$ cat config.mk
export PLATFORM = sky130hd
export DESIGN_NAME = dct_row_loader
export DESIGN_NICKNAME = d
export VERILOG_FILES = /design/src/rtl/dct_row_loader.sv
export SDC_FILE = /design/constraint.sdc
export NUM_CORES = 1
export LEC_CHECK = 0
export CORE_MARGIN = 3
export CORE_UTILIZATION = 60
export CTS_BUF_LIST = sky130_fd_sc_hd__clkbuf_4
export DETAILED_ROUTE_END_ITERATION = 16
export DONT_BUFFER_PORTS = 1
export PLACE_DENSITY = 0.84
export SYNTH_ARGS = -nofsm -noshare
export SYNTH_HDL_FRONTEND = slang
export SYNTH_SLANG_ARGS = --single-unit
$ cat constraint.sdc
create_clock -name clk -period 4.4 [get_ports clk]
set_input_delay 0.44 -clock clk [delete_from_list [all_inputs] [get_ports clk]]
set_output_delay 0.44 -clock clk [all_outputs]
set_load 0.1 [all_outputs]
$ cat src/rtl/dct_row_loader.sv
// Serial-to-parallel row loader for an 8x8 DCT: collects 8 pixels into a row and presents
// them on a..h with a valid/ready handshake. Define LEVEL_SHIFT_EN to store pixels as pix^0x80.
module dct_row_loader (
    input  logic       clk,
    input  logic       rst,
    input  logic [7:0] pix_in,
    input  logic       pix_valid,
    output logic       pix_ready,
    output logic [7:0] a,
    output logic [7:0] b,
    output logic [7:0] c,
    output logic [7:0] d,
    output logic [7:0] e,
    output logic [7:0] f,
    output logic [7:0] g,
    output logic [7:0] h,
    output logic       row_valid,
    input  logic       row_ready,
    output logic [2:0] row_idx,
    output logic       blk_last
);

    typedef enum logic {StFill, StWait} state_t;

    state_t     state;
    logic [7:0] fill [8];
    logic [2:0] col;
    logic       accept;
    logic       handover;
    logic [7:0] pix_st;

    always_comb begin
        pix_ready = !rst && (state == StFill);
        accept    = pix_valid && pix_ready;
        handover  = row_valid && row_ready;
        blk_last  = row_valid && (row_idx == 3'd7);
`ifdef LEVEL_SHIFT_EN
        pix_st    = pix_in ^ 8'h80;
`else
        pix_st    = pix_in;
`endif
    end

    always_ff @(posedge clk or posedge rst) begin
        if (rst) begin
            state     <= StFill;
            col       <= 3'd0;
            row_valid <= 1'b0;
            row_idx   <= 3'd0;
            a         <= 8'd0;
            b         <= 8'd0;
            c         <= 8'd0;
            d         <= 8'd0;
            e         <= 8'd0;
            f         <= 8'd0;
            g         <= 8'd0;
            h         <= 8'd0;
            for (int i = 0; i < 8; i++) begin
                fill[i] <= 8'd0;
            end
        end else begin
            if (handover) begin
                row_idx <= row_idx + 3'd1;
            end
            unique case (state)
                StFill: begin
                    if (accept) begin
                        fill[col] <= pix_st;
                        col       <= col + 3'd1;
                    end
                    if (accept && col == 3'd7) begin
                        // Output free: bypass the 8th pixel straight into h.
                        if (!row_valid || row_ready) begin
                            a         <= fill[0];
                            b         <= fill[1];
                            c         <= fill[2];
                            d         <= fill[3];
                            e         <= fill[4];
                            f         <= fill[5];
                            g         <= fill[6];
                            h         <= pix_st;
                            row_valid <= 1'b1;
                        end else begin
                            state <= StWait;
                        end
                    end else if (handover) begin
                        row_valid <= 1'b0;
                    end
                end
                StWait: begin
                    if (handover) begin
                        a     <= fill[0];
                        b     <= fill[1];
                        c     <= fill[2];
                        d     <= fill[3];
                        e     <= fill[4];
                        f     <= fill[5];
                        g     <= fill[6];
                        h     <= fill[7];
                        state <= StFill;
                        col   <= 3'd0;
                    end
                end
                default: state <= StFill;
            endcase
        end
    end

endmodule
# == Word level (Yosys, flattened, before mapping) ==
# Index checks and enable logic that the tools add are counted.
# classes
addsub,2
order_cmp,2
n_eq_ne,7
n_mux,45
n_bitwise,2
reduce_logical,14
# op_table
operator,count
8-bit two-way mux,25
8-bit one-hot mux with 2 select lines,8
64-bit bitwise mux,1
8-bit demux with 3-bit select,1
"2-bit by 1-bit != test with 1-bit output, second input constant",4
"3-bit by 1-bit adder with 3-bit output, second input constant",2
"3-bit == test, second input constant",2
1-bit logical AND,6
1-bit two-way mux,6
3-bit two-way mux,2
3-bit one-hot mux with 2 select lines,1
3-bit AND reduction,2
"4-bit greater-or-equal comparator, second input constant",1
"4-bit by 1-bit < comparator with 1-bit output, second input constant",1
3-bit inverter with 4-bit output,1
2-bit AND reduction,2
1-bit logical NOT,2
"2-bit != test, second input constant",1
1-bit one-hot mux with 2 select lines,1
2-bit nonzero test,1
1-bit logical OR,1
1-bit inverter,1
# word_totals
register_bits,136
in_bits,12
output_inout_bits,70
wordCells,92

# == Depth between registers and ports, before layout ==
# depth
ltp_word,6
mapped_depth,6
depth_no_buf,5

# == Worst setup path after synthesis ==
# No wires, ideal clock.
# synth_timing
path_kind,input -> register
start,input port rst
end,register state
setup_time_ns,0.066
t_arrival_ns,3.807
required_time_ns,4.334
setup_slack_ns,0.526
path_stages,3
path_cell_list,inv_1 a41o_1 and2_1
# synth_via
elab_chain_cells,6
# synth_lines
element,line,rtl
from (decl),5,"input logic rst,"
1-bit logical NOT (no line),-,
1-bit logical AND,33,pix_ready = !rst && (state == StFill);
1-bit logical AND,34,accept = pix_valid && pix_ready;
1-bit logical AND,71,if (accept && col == 3'd7) begin
1-bit two-way mux,71,
1-bit one-hot mux with 2 select lines,65,unique case (state)
to (signal assigned),46,state <= StFill;
to (signal assigned),84,state <= StWait;
to (signal assigned),100,state <= StFill;
to (decl),25,state_t state;
# No other way between the ends.
# A chain may end at the register's enable or synchronous reset.

# == Final worst setup path ==
# layout_timing
start,register row_idx[0]
end,output port blk_last
# layout_via
elab_chain_cells,2
# layout_lines
element,line,rtl
from (decl),19,"output logic [2:0] row_idx,"
from (signal assigned),63,row_idx <= row_idx + 3'd1;
3-bit == test,36,blk_last = row_valid && (row_idx == 3'd7);
1-bit logical AND,36,
to (decl),20,output logic blk_last
# No other way between the ends.

==> reports/qor.tcl <==
set qor(nNetsFinal) 349
set qor(synth.yosys.warnings) 0
set qor(area.growth.synth_to_final_pct) 7.35
set qor(cts_max_path_buffers) 2
set qor(final_hpwl_from_detailed_placement_um) 6270
set qor(initial_antenna_violation_count) 0
set qor(min_delay_path_depth) 1
set qor(finalNonFillerCells) 454
set qor(layout-drive-gt1-share_pct) 52.0
set qor(cts_tree) {done}
set qor(synth_edf_count) 0
set qor(routabilityCongestion) 0.699
set qor(die_h_um) 102
set qor(detail_route.vias_per_cell) 5.91
set qor(timing_worst_slew_pin_value_ns) 1.06
set qor(hold_path.class) {in2reg}
set qor(cp_max_fo) 3
set qor(drtPass1Iterations) 4
set qor(yosysUniqueCellTypes) 27
set qor(place.port_buffers) 0
set qor(clock-sinks) 136
set qor(remaining_global_route_overflow) 0
set qor(period_needed_ns) 3.16
set qor(vias_in_the_first_global_route) 2806
set qor(die_w_um) 102
set qor(wl_per_cell_um) 21.9
set qor(drt.antenna.violating_nets) 0
set qor(detailroute.via_count) 2681
set qor(synth_top_cell_by_area) {dfrtp_1}
set qor(synth_async_sr_flop_share_pct) 100
set qor(yosys.cell_count.top_type) {dfrtp_1}
set qor(max_freq_mhz) 317
set qor(worst_skew_pair_latency_ns) 0.52
set qor(run_status) {finished clean}
set qor(placementRows) 34
set qor(grt_first_pass_wirelength_um) 15500
set qor(start_kind) {register}
set qor(report.final.setup_viol) 0
set qor(skew_ns) 0.0261
set qor(fillerInstances) 610
set qor(numCtsBuffers) 17
set qor(synth.avg_cell_area_um2) 17.5
set qor(drv.max_cap_violation_count) 0
set qor(globalRouteTotalUtil_pct) 20.2
set qor(drt_wl_total_um) 9930
set qor(n_antenna_cell) 0
set qor(finish.utilization_pct) 67.4
set qor(setup_slack_ns) 1.24
set qor(fin_crit_sh_pct) 71.8
set qor(number_of_remaining_drc_errors) 0
set qor(finalHoldViolCount) 0
set qor(cts-resized-gates) 0
set qor(io-pin-count) 82
set qor(clk_pin_slew_worst_paths_ns) 0.14
set qor(ys_top_cells_by_count) {dfrtp_1 (136), mux2_2 (79), mux2_4 (60)}
set qor(critical_path_arrival_ns) 2.72
set qor(yosys-top-cells-area) {dfrtp_1 (61%), mux2_4 (16%), mux2_2 (16%), buf_6 (1.2%), ha_1 (0.90%)}
set qor(die_area_um2) 10500
set qor(post-place-ws_ns) 1.57
set qor(critical_path_class) {reg2out}
set qor(grt_max_degree) 102
set qor(synth.cell_area_um2) 5580
set qor(yosysSeqAreaShare_pct) 61.0
set qor(rsz0062_at_grt) {no}
set qor(synth-seq-cells) 136
set qor(synth_fp_nets) 335
set qor(synth_top_cell_area_share_pct) 61.0
set qor(cell_at_the_root_of_the_clock_tree) {clkbuf_4}
set qor(critPathRequiredTime_ns) 3.96
set qor(core-area_um2) 8890
set qor(setup_total_negative_slack_ns) 0
set qor(clock_tree.htree_level_count) 4
set qor(ff2ff_path_depth) 4
set qor(timing.critical_path.to_type) {output pin}
set qor(timing_max_transition_violations_final) 0
set qor(floorplan.initialDensity_pct) 62.8
set qor(synthCells) 319
set qor(postSynth.topFlopCell) {dfrtp_1}
set qor(post-place-cells) 418
set qor(max_slew_margin_pct) 29.1
set qor(first_iter_violations) 81
==> layout make-up <==
cell class	count	area, µm²	share of cell area [%]
flip-flops and latches	136	3400	56.8
multi-input cells	170	2080	34.7
clock inverters	15	168	2.80
well taps	108	135	2.26
clock buffers	17	128	2.13
repair buffers	6	67.6	1.13
inverters	2	12.5	0.209
==> layout by cell type, fill, tap and decap left out, types with 3 or more instances in the layout <==
master,n
dfrtp_1,136
mux2_2,79
mux2_4,60
clkbuf_4,17
inv_6,5
nand2_1,4
ha_1,4
clkinv_4,4
dlygate4sd3_1,4
nand3_2,3
and2_1,3
==> metal layers <==
| layer | GRT usage [%] | share of wire, % | vias up |
|---|---|---|---|
| li1 | - | - | 1188 |
| met1 | 26.8 | 45 | 1420 |
| met2 | 31.6 | 49 | 65 |
| met3 | 7.71 | 5.7 | 8 |
| met4 | 5.45 | 0.88 | 0 |
| met5 | 0 | 0 | - |
==> worst paths after layout <==
| kind | start | to | slack [ns] |
|---|---|---|---|
| setup / recovery | row_idx[0] | blk_last | 1.24 |
| hold / removal | pix_in[4] | fill[60] | 0.06 |
| setup reg to reg | row_valid | b[0] | 1.52 |
| hold reg to reg | fill[37] | d[5] | 0.51 |
| max in group asynchronous | rst | fill[0] | 2.75 |
| min in group asynchronous | rst | state | 0.60 |
==> per-stage QoR <==
stage	hold WS (ns)	cell area [µm²]
2_1_floorplan	0.475	5580
5_1_grt	0.00244	5990
4_1_cts	0.0172	5960
3_3_place_gp	0.483	5660
3_5_place_dp	0.490	5660
6_report	0.0614	5990
==> worst max-delay path, cell delays in order (launching register included) <==
cell and delay, ns:
dfrtp_1 1.00, ha_1 0.28, ha_1 0.15, and2_1 0.77
==> kinds of logic (layout without fill, tap and decap cells) <==
group	count (synthesis)	in the layout	share of synthesized area (%)
AOI/OAI and AO/OA	6	6	1.10
xor gates and xnor gates	1	1	0.157
adders and majority gates	4	4	0.897
buffers and inverters	13	40	1.84
DFF	136	136	61.0
muxes	139	139	32.1
and+or+nand+nor	20	20	2.94
==> registers in the layout, indices dropped and copies added (netlist names) <==
register   cells
a              8
row_idx        3
col            3
row_valid      1
f              8
h              8
fill          64
c              8
e              8
d              8
state          1
g              8
b              8
==> timing repair <==
action	4_1_cts	5_1_grt
hold buffers	1	3
buffers inserted	0	0
hold endpoints to repair	99	3
Power is not shown: default switching activity piles up to over one toggle a cycle in this logic, so the estimate is an artifact.
